### src/rtl/remote_cmd_sched.sv
// remote_cmd_sched
// Round-robin scheduler that shares one RemoteComm link (16-bit command out,
// 8-bit response in) among NUM_REQ requesters. A granted command is latched,
// sent with a one-cycle snd_cmd pulse, and the response byte (or a timeout)
// is returned to the owning requester with a one-cycle done pulse.
//
// Optional feature: define REMOTE_RETRY_EN to resend a command whose response
// is not ACK_BYTE, up to MAX_RETRY times, before reporting it.
//
// Ports:
//   clk, rst_n      clock, asynchronous active-low reset
//   req, req_cmd    per-requester request level and 16-bit command slices
//   gnt             one-hot grant pulse
//   busy            high from grant until the transaction finishes
//   done            one-cycle completion pulse with done_id/done_resp/tmo_err
//   snd_cmd, cmd    send pulse and latched command toward RemoteComm
//   cmd_snt         RemoteComm: command bytes sent (level)
//   resp_rdy, resp  RemoteComm: response ready level and response byte
module remote_cmd_sched #(
    parameter int         NUM_REQ    = 4,
    parameter int         TMO_CYCLES = 1_000_000,
    parameter logic [7:0] ACK_BYTE   = 8'hA5,
    parameter int         MAX_RETRY  = 2
) (
    input  logic                   clk,
    input  logic                   rst_n,
    input  logic [NUM_REQ-1:0]     req,
    input  logic [16*NUM_REQ-1:0]  req_cmd,
    output logic [NUM_REQ-1:0]     gnt,
    output logic                   busy,
    output logic                   done,
    output logic [2:0]             done_id,
    output logic [7:0]             done_resp,
    output logic                   tmo_err,
    output logic                   snd_cmd,
    output logic [15:0]            cmd,
    input  logic                   cmd_snt,
    input  logic                   resp_rdy,
    input  logic [7:0]             resp
);

    localparam int TW = $clog2(TMO_CYCLES + 1);

    typedef enum logic [2:0] {IDLE, SEND, WAIT_SNT, WAIT_RESP, DONE} state_t;

    state_t        state_q, state_d;
    logic [2:0]    ptr;
    logic [TW-1:0] timer;
    logic          rdy_q;
    logic          rdy_edge, tmo_hit;
    logic          take_resp, take_tmo;
    logic          grant_vld;
    logic [2:0]    grant_idx;
    logic [2:0]    cand;
    logic [7:0]    req8;
    logic [15:0]   cmd_sel;

`ifdef REMOTE_RETRY_EN
    localparam int RW = (MAX_RETRY < 1) ? 1 : $clog2(MAX_RETRY + 1);
    logic [RW-1:0] retry_cnt;
    logic          retry_now;
`endif

    assign req8     = 8'(req);
    assign rdy_edge = resp_rdy & ~rdy_q;
    assign tmo_hit  = (timer == TW'(TMO_CYCLES - 1));

    // Round-robin pick: first requester set, searching upward from ptr+1.
    always_comb begin
        grant_vld = 1'b0;
        grant_idx = 3'd0;
        cand      = 3'd0;
        for (int k = 1; k <= NUM_REQ; k++) begin
            cand = 3'((int'(ptr) + k) % NUM_REQ);
            if (!grant_vld && req8[cand]) begin
                grant_vld = 1'b1;
                grant_idx = cand;
            end
        end
    end

    // Command slice of the requester about to be granted.
    always_comb begin
        cmd_sel = 16'h0000;
        for (int i = 0; i < NUM_REQ; i++) begin
            if (grant_idx == 3'(i)) begin
                cmd_sel = req_cmd[16*i +: 16];
            end
        end
    end

    // Next-state logic; a response edge always beats a simultaneous timeout.
    always_comb begin
        state_d   = state_q;
        take_resp = 1'b0;
        take_tmo  = 1'b0;
`ifdef REMOTE_RETRY_EN
        retry_now = 1'b0;
`endif
        case (state_q)
            IDLE:     if (grant_vld) state_d = SEND;
            SEND:     state_d = WAIT_SNT;
            WAIT_SNT, WAIT_RESP: begin
                if (rdy_edge) begin
`ifdef REMOTE_RETRY_EN
                    if (resp != ACK_BYTE && retry_cnt < RW'(MAX_RETRY)) begin
                        retry_now = 1'b1;
                        state_d   = SEND;
                    end else begin
                        take_resp = 1'b1;
                        state_d   = DONE;
                    end
`else
                    take_resp = 1'b1;
                    state_d   = DONE;
`endif
                end else if (tmo_hit) begin
                    take_tmo = 1'b1;
                    state_d  = DONE;
                end else if (state_q == WAIT_SNT && cmd_snt) begin
                    state_d = WAIT_RESP;
                end
            end
            DONE:     state_d = IDLE;
            default:  state_d = IDLE;
        endcase
    end

    always_ff @(posedge clk or negedge rst_n) begin
        if (!rst_n) state_q <= IDLE;
        else        state_q <= state_d;
    end

    // Datapath and registered outputs; the timer saturates at expiry.
    always_ff @(posedge clk or negedge rst_n) begin
        if (!rst_n) begin
            gnt       <= '0;
            busy      <= 1'b0;
            done      <= 1'b0;
            done_id   <= 3'd0;
            done_resp <= 8'h00;
            tmo_err   <= 1'b0;
            snd_cmd   <= 1'b0;
            cmd       <= 16'h0000;
            ptr       <= 3'(NUM_REQ - 1);
            timer     <= '0;
            rdy_q     <= 1'b0;
`ifdef REMOTE_RETRY_EN
            retry_cnt <= '0;
`endif
        end else begin
            rdy_q   <= resp_rdy;
            gnt     <= '0;
            snd_cmd <= (state_q == SEND);
            done    <= take_resp | take_tmo;
            tmo_err <= take_tmo;
            if (state_q == IDLE && grant_vld) begin
                gnt  <= NUM_REQ'(1) << grant_idx;
                cmd  <= cmd_sel;
                ptr  <= grant_idx;
                busy <= 1'b1;
`ifdef REMOTE_RETRY_EN
                retry_cnt <= '0;
`endif
            end
            if (state_q == DONE) busy <= 1'b0;
            if (take_resp) begin
                done_resp <= resp;
                done_id   <= ptr;
            end else if (take_tmo) begin
                done_resp <= 8'h00;
                done_id   <= ptr;
            end
            if (state_q == SEND) begin
                timer <= '0;
            end else if ((state_q == WAIT_SNT || state_q == WAIT_RESP) && !tmo_hit) begin
                timer <= timer + 1'b1;
            end
`ifdef REMOTE_RETRY_EN
            if (retry_now) retry_cnt <= retry_cnt + 1'b1;
`endif
        end
    end

endmodule
### config.mk
export PLATFORM = sky130hd
export DESIGN_NAME = remote_cmd_sched
export DESIGN_NICKNAME = d
export VERILOG_FILES = /design/src/rtl/remote_cmd_sched.sv
export SDC_FILE = /design/constraint.sdc
export NUM_CORES = 1
export LEC_CHECK = 0
export ABC_AREA = 1
export CORE_AREA = 4 4 100 102
export DETAILED_ROUTE_END_ITERATION = 8
export DIE_AREA = 0 0 104 106
export GPL_TIMING_DRIVEN = 1
export PLACE_DENSITY = 0.72
export SLEW_MARGIN = 20
export SYNTH_ARGS = -nofsm -noshare
export SYNTH_HDL_FRONTEND = slang
export SYNTH_SLANG_ARGS = --single-unit
### constraint.sdc
create_clock -name clk -period 1.85 [get_ports clk]
set_clock_uncertainty 0.1 [all_clocks]
set_input_delay 0.37 -clock clk [delete_from_list [all_inputs] [get_ports clk]]
set_output_delay 0.37 -clock clk [all_outputs]
set_load 0.02 [all_outputs]
==> results of run 1 <==
==> routing by layer <==
| layer | part of all wire (%) | routed length [µm] |
|---|---|---|
| met1 | 40 | 4800 |
| met2 | 49 | 5890 |
| met3 | 7.5 | 896 |
| met4 | 2.7 | 321 |
| met5 | 0 | 0 |
==> what timing repair did <==
action                                  4_1_cts  5_1_grt
hold endpoints to repair                     58        0
hold buffers                                  1        0
setup buffers                                 6        7
gates cloned                                  2        2
pin swaps                                     7       29
gates resized for setup                      39       80
endpoints found under the setup margin       41       54
==> cell usage after synthesis, types with 2 or more instances <==
master,n
sky130_fd_sc_hd__a21oi_1,5
sky130_fd_sc_hd__a32o_1,8
sky130_fd_sc_hd__buf_12,2
sky130_fd_sc_hd__buf_2,4
sky130_fd_sc_hd__buf_4,7
sky130_fd_sc_hd__buf_6,5
sky130_fd_sc_hd__clkbuf_1,5
sky130_fd_sc_hd__dfrtp_1,58
sky130_fd_sc_hd__dfstp_2,2
sky130_fd_sc_hd__inv_1,39
sky130_fd_sc_hd__inv_2,4
sky130_fd_sc_hd__inv_4,2
sky130_fd_sc_hd__nand2_1,103
sky130_fd_sc_hd__nand2_2,18
sky130_fd_sc_hd__nand2_4,6
sky130_fd_sc_hd__nand3_1,61
sky130_fd_sc_hd__nand3_2,7
sky130_fd_sc_hd__nand3b_1,3
sky130_fd_sc_hd__nand4_1,19
sky130_fd_sc_hd__nor2_1,54
sky130_fd_sc_hd__nor2_4,2
sky130_fd_sc_hd__nor2_8,2
sky130_fd_sc_hd__nor3_1,11
sky130_fd_sc_hd__nor4_1,8
sky130_fd_sc_hd__o21ai_0,24
sky130_fd_sc_hd__o21ai_1,2
sky130_fd_sc_hd__o21ai_2,3
sky130_fd_sc_hd__o31ai_1,3
sky130_fd_sc_hd__or2_2,2
sky130_fd_sc_hd__xor2_1,9
==> report_power, final <==
part	internal (µW)	switching, µW	total (µW)
combinational	3680	4520	8190
clock	795	554	1350
sequential	1760	258	2010
total	6230	5330	11600
==> kinds of logic (layout without fill, tap and decap cells) <==
logic type,count (synthesis),after routing,share of synthesized area (%)
simple gates,302,304,40.5
buf+inv,70,236,9.85
flops,60,60,39.3
compound gates,47,47,7.86
xor+xnor,9,9,2.06
fa+ha+maj,1,1,0.327
other cells,1,1,0.0981
==> worst register-to-register path, stage by stage (launching register included) <==
cell	delay (ns)
sky130_fd_sc_hd__dfstp_2	0.56
sky130_fd_sc_hd__buf_12	0.13
sky130_fd_sc_hd__inv_8	0.05
sky130_fd_sc_hd__nand2_4	0.08
sky130_fd_sc_hd__nand2_4	0.07
sky130_fd_sc_hd__nand2_2	0.09
sky130_fd_sc_hd__nand2_4	0.06
sky130_fd_sc_hd__nor2_8	0.15
sky130_fd_sc_hd__nand3b_4	0.15
sky130_fd_sc_hd__nand2_8	0.16
sky130_fd_sc_hd__inv_6	0.06
sky130_fd_sc_hd__buf_4	0.15
sky130_fd_sc_hd__nand3_1	0.06
sky130_fd_sc_hd__nand2_1	0.05
sky130_fd_sc_hd__nor2_1	0.12
sky130_fd_sc_hd__nor2_1	0.05
==> through the flow <==
stage | cells | utilization [%] | TNS (ns) | total power (µW)
finish | 769 | 67.5 | -6.31 | 11600
global route | 769 | 67.5 | -10.46 | 12400
CTS | 760 | 63.5 | -4.89 | 10700
detailed placement | 735 | 58.6 | -11.13 | 8720
global placement | 735 | 58.6 | -10.22 | 8600
floorplan | 490 | - | -1.81 | 6550
==> state kept, by name, summed over array words and instances, names as in the netlist, 2 cells and up <==
signal	cells
timer	20
cmd	16
done_resp	8
gnt	4
state_q	3
done_id	2
ptr	2
==> worst max path at each step <==
| stage | startpoint | end | slack, ns |
|---|---|---|---|
| after floorplan | ptr[0] | cmd[14] | -0.13 |
| after global routing | ptr[0] | cmd[9] | -0.47 |
| final | ptr[0] | cmd[12] | -0.35 |
| after detailed placement | req[0] | cmd[2] | -0.50 |
| after global placement | req[2] | cmd[1] | -0.45 |
| after CTS | ptr[0] | cmd[12] | -0.28 |
==> cell type report <==
class                      instances  area [µm²]  area share (%)
sequential                        60        1510            24.5
clock inverter                     4        72.6            1.18
inverter                          47         205            3.34
timing repair buffer             173        1770            28.7
clock buffer                      12         145            2.36
tap                              111         139            2.26
multi-input combinational        362        2310            37.6
==> impl_metrics.yaml, run 1 <==
worst_setup_path:
  reg2reg_slack_ns: -0.35
  worst-endpoint-required_ns: 1.98
  cp.depth: 15
  worstSetupStartpointType: "flop"
  critical_path_class: "flop to flop"
  critPathSlowestCell: "sky130_fd_sc_hd__dfstp_2"
  critical_path.most_common_cell: "sky130_fd_sc_hd__nand2_4"
  path_buf_inv: 4
  critical_path.reg2reg.startpoint: "ptr[0]"
  end_kind: "flop"
  critical_path.max_stage_delay_ns: 0.56
  worst_r2r_path_depth: 15
  crit_path_max_delay_family: "simple AND/OR/NAND/NOR gates"
  critPathMaxFanout: 9
  worst_r2r_endpoint: "cmd[12]"
  crit_arrival_ns: 2.33
  timing.critical_path.cells: "buf_12, inv_8, nand2_4, nand2_4, nand2_2, nand2_4, nor2_8, nand3b_4, nand2_8, inv_6, buf_4, nand3_1, nand2_1, nor2_1, nor2_1"
die:
  rows: 35
  start_util_pct: 42.0
  core_region_area_um2: 9110
  die-width_um: 104
  io-pin-count: 115
  die_area_um2: 11000
  die-height_um: 106
sta:
  whs_ns: 0.389
  finalSetupViolations: 24
  max_freq_ghz: 0.455
  finalHoldViolCount: 0
  final.min_clock_period_ns: 2.20
  slew_violations: 0
  setup_ws_ns: -0.349
  share_of_the_clock_period_used_by_the_worst_path_after_layout_pct: 119
  rsz_0062_raised_after_global_routing: "true"
cells_and_area:
  fillerInstances: 726
  mostFrequentLayoutCell: "sky130_fd_sc_hd__clkdlybuf4s50_1"
  final_cell_mix: "sky130_fd_sc_hd__clkdlybuf4s50_1 (110), sky130_fd_sc_hd__nand2_1 (78), sky130_fd_sc_hd__dfrtp_1 (56), sky130_fd_sc_hd__nor2_1 (50), sky130_fd_sc_hd__nand3_1 (48)"
  areaGrowthSynthToFinish_pct: 60.8
  final_layout_size_suffix_gt1_share_pct: 29.5
  nNetsFinal: 734
  antenna-diode-count: 0
  finalInstanceArea_um2: 6150
clock_network:
  clock_tree.htree_level_count: 3
  cts_tree: "built"
  ctsLongestPathBuffers: 2
  tritoncts.num_buffers: 9
  clkTransAtPathRegs_ns: 0.08
  clock_insertion_delay_worst_skew_ns: 0.34
  clk_root_buffer_cell: "sky130_fd_sc_hd__clkbuf_8"
  cts_num_sinks: 60
placement:
  detailed_place.area_um2: 5340
  globalplace.congestion: 0.915
  dp.final_hpwl_um: 8320
  port_buffers: 113
  pre_cts_ws_ns: -0.501
synth:
  share_of_flip_flops_with_an_asynchronous_set_or_reset_pct: 100
  syn_avg_cell_area_um2: 7.80
  yosys_most_used_dff: "sky130_fd_sc_hd__dfrtp_1"
  synth-edff-count: 0
  synth_area_um2: 3820
  syn-num-nets: 571
  synth-seq-area-share_pct: 39.3
  yosys.area.top_type: "sky130_fd_sc_hd__dfrtp_1"
  synthesis.instances: 490
  synth_top_cells_by_area: "sky130_fd_sc_hd__dfrtp_1 (38%), sky130_fd_sc_hd__nand2_1 (10%), sky130_fd_sc_hd__nand3_1 (8.0%), sky130_fd_sc_hd__nor2_1 (5.3%), sky130_fd_sc_hd__inv_1 (3.8%)"
  synth-warning-count: 0
  yosys_register_bits: 60
  synth_top_area_share_pct: 38.0
  yosysUniqueCellTypes: 42
min_path:
  timing.hold.worst_path_depth: 2
  worst_hold_endpoint: "cmd[15]"
  hold_start: "cmd[15]"
  worstHoldPathType: "flop to flop"
global_route:
  groute.layer.met2.usage_pct: 35.0
  globalRoute.busiestLayer: "met2"
  wire_length_of_the_first_global_routing_pass_um: 18800
  grt_use_met1_pct: 24.9
  first_global_vias: 4063
  grt.met3_usage_pct: 5.40
  grtUsageTotal_pct: 20.7
  initial_antenna_violation_count: 0
  grt_max_degree: 61
  grt.overflow.total: 0
routing:
  detail_route.wl_per_cell_um: 15.5
  number_of_drc_markers_in_iteration_0: 136
  drt_first_pass_iters: 5
  detail-route-antenna-nets: 0
  dr_drc_count: 0
  routed_wirelength_um: 11900
  post_drt_via_cell_ratio: 5.24
  dr_total_vias: 4028
outcome:
  failed_checks: "negative setup slack"
  outcome: "complete, but fails checks"
pwr:
  irDropWorstVdd_mv: 1.45
  power.density_nw_per_um2: 1880
  cellLeakagePower_uw: 0.00267
job:
  drv_cap: 0
No activity file was read; power rests on OpenSTA's default activity.
==> inputs of run 2 (changes only) <==
ABC_CLOCK_PERIOD_IN_PS = 1850   (was unset)
==> results of run 2 <==
No change in the layout: final DEF, timing and power equal those of run 1.
==> inputs of run 3 (changes only) <==
ABC_CLOCK_PERIOD_IN_PS = unset   (was 1850)
CORE_AREA = 4 4 95 97   (was 4 4 100 102)
DIE_AREA = 0 0 99 101   (was 0 0 104 106)
HOLD_SLACK_MARGIN = 0.02   (was unset)
PLACE_DENSITY = 0.76   (was 0.72)
clock period = 2.2 ns   (was 1.85 ns; I/O delays follow)
==> impl_metrics.yaml, run 3 (synthesized netlist as in run 1, its figures left out) <==
cells_and_area:
  final_layout_size_suffix_gt1_share_pct: 20.3
  largest_register_ffs: 20
  layout_top_registers: "timer: 20 flops, cmd: 16 flops, done_resp: 8 flops"
  finalInstanceArea_um2: 5640
  nNetsFinal: 706
  final_cell_mix: "sky130_fd_sc_hd__clkdlybuf4s50_1 (111), sky130_fd_sc_hd__nand2_1 (89), sky130_fd_sc_hd__dfrtp_1 (58), sky130_fd_sc_hd__nand3_1 (56), sky130_fd_sc_hd__nor2_1 (54)"
  mostFrequentLayoutCell: "sky130_fd_sc_hd__clkdlybuf4s50_1"
  areaGrowthSynthToFinish_pct: 47.6
  largest_register: "timer"
  post_layout_util_pct: 69.4
  antenna-diode-count: 0
global_route:
  grt_use_met1_pct: 27.7
  grtUsageTotal_pct: 21.5
  grt.met3_usage_pct: 6.44
  initial_antenna_violation_count: 0
  grt.overflow.total: 0
  groute.layer.met2.usage_pct: 33.9
  globalRoute.busiestLayer: "met2"
  grt_max_degree: 41
  first_global_vias: 3725
  wire_length_of_the_first_global_routing_pass_um: 17400
worst_setup_path:
  worst-endpoint-required_ns: 2.36
  crit_arrival_ns: 2.35
  end_kind: "flop"
  worst_r2r_path_depth: 13
  critPathMaxFanout: 7
  critical_path_class: "input port to flop"
  worstSetupStartpointType: "input port"
min_path:
  worstHoldPathType: "flop to flop"
  timing.hold.worst_path_depth: 2
routing:
  post_drt_via_cell_ratio: 5.25
  number_of_drc_markers_in_iteration_0: 160
  drt_first_pass_iters: 4
  routed_wirelength_um: 11000
  dr_total_vias: 3861
  dr_drc_count: 0
  detail_route.wl_per_cell_um: 14.9
  detail-route-antenna-nets: 0
clock_network:
  cts_num_sinks: 60
  ctsLongestPathBuffers: 2
  cts_tree: "built"
  clkTransAtPathRegs_ns: 0.07
  clock_tree.htree_level_count: 3
  clock_insertion_delay_worst_skew_ns: 0.33
  tritoncts.num_buffers: 9
  clk_root_buffer_cell: "sky130_fd_sc_hd__clkbuf_8"
pwr:
  power.density_nw_per_um2: 1550
  irDropWorstVdd_mv: 0.954
  cellLeakagePower_uw: 0.00245
  total_power_uw: 8770
placement:
  pre_cts_ws_ns: -0.271
  detailed_place.area_um2: 5140
  dp.final_hpwl_um: 8000
  globalplace.congestion: 0.948
  port_buffers: 113
sta:
  tightestPinTransition_ns: 0.518
  max_freq_ghz: 0.456
  slew_violations: 0
  finalSetupTns_ns: 0
  final.min_clock_period_ns: 2.19
  finalHoldViolCount: 0
  maxSlewHeadroom_pct: 65.4
  finalSetupViolations: 0
  share_of_the_clock_period_used_by_the_worst_path_after_layout_pct: 99.6
  setup_ws_ns: 0.00834
  rsz_0062_raised_after_global_routing: "true"
die:
  io-pin-count: 115
  die-width_um: 99
  die_area_um2: 10000
  rows: 33
  start_util_pct: 47.0
  die-height_um: 101
  core_region_area_um2: 8130
job:
  drv_cap: 0
outcome:
  outcome: "finished clean"
[run 3: changes by cell type in the layout (fill, tap and decap cells not counted), sizes merged]
| cell | change |
|---|---|
| bufinv | -1 |
| clkinv | +2 |
| clkinvlp | +1 |
| clkbuf | -2 |
| clkdlybuf4s50 | +1 |
| buf | -28 |
| dlymetal6s2s | -1 |
[run 3: worst max-delay path, cell delays in order]
cell	delay, ns
sky130_fd_sc_hd__clkdlybuf4s50_1	0.59
sky130_fd_sc_hd__nand2_4	0.08
sky130_fd_sc_hd__nand2_4	0.08
sky130_fd_sc_hd__nand2_4	0.08
sky130_fd_sc_hd__nand4_1	0.14
sky130_fd_sc_hd__nand2_2	0.10
sky130_fd_sc_hd__nor2_4	0.21
sky130_fd_sc_hd__nand2_4	0.14
sky130_fd_sc_hd__nor2_4	0.21
sky130_fd_sc_hd__nand2_1	0.08
sky130_fd_sc_hd__nand3_1	0.07
sky130_fd_sc_hd__nor2_1	0.05
sky130_fd_sc_hd__nor2_1	0.08
[run 3: power breakdown]
group          switching [µW]  internal [µW]
Clock                     434            518
Sequential                224           1480
Combinational            3530           2580
[run 3: repair_timing]
item | 4_1_cts | 5_1_grt
hold buffers | 1 | 0
cloned | 0 | 3
setup buffers | 1 | 4
setup endpoints to repair | 4 | 29
endpoints found under the hold margin | 18 | 0
pin swaps | 0 | 23
resized for setup | 0 | 60
[run 3: final timing paths]
path,from,to,slack (ns)
min in group asynchronous,rst_n,done_resp[5],0.52
worst max-delay path,req[3],cmd[4],0.008
worst min-delay path,cmd[3],cmd[3],0.39
worst max register to register,ptr[0],cmd[4],0.008
worst min register to register,cmd[3],cmd[3],0.39
max in group asynchronous,rst_n,cmd[13],0.89
[run 3: layout make-up]
cell class                 instances  area, µm²
timing repair buffer             144       1470
clock buffer                      11        131
tap                              105        131
clock inverter                     5       52.6
timing repair inverter             1       7.51
inverter                          47        205
sequential                        60       1500
multi-input combinational        362       2140
fill                             634       2490
[run 3: per-stage QoR]
stage	hold WS [ns]	cells
floorplan	0.0444	490
global placement	0.331	710
detailed placement	0.331	710
CTS	0.393	728
global route	0.424	735
finish	0.389	735
[run 3: layer usage]
| metal | wire length (µm) | up-vias |
|---|---|---|
| met5 | 0 | - |
| met4 | 244 | 0 |
| met3 | 999 | 21 |
| met2 | 5100 | 158 |
| met1 | 4620 | 1791 |
| li1 | - | 1891 |
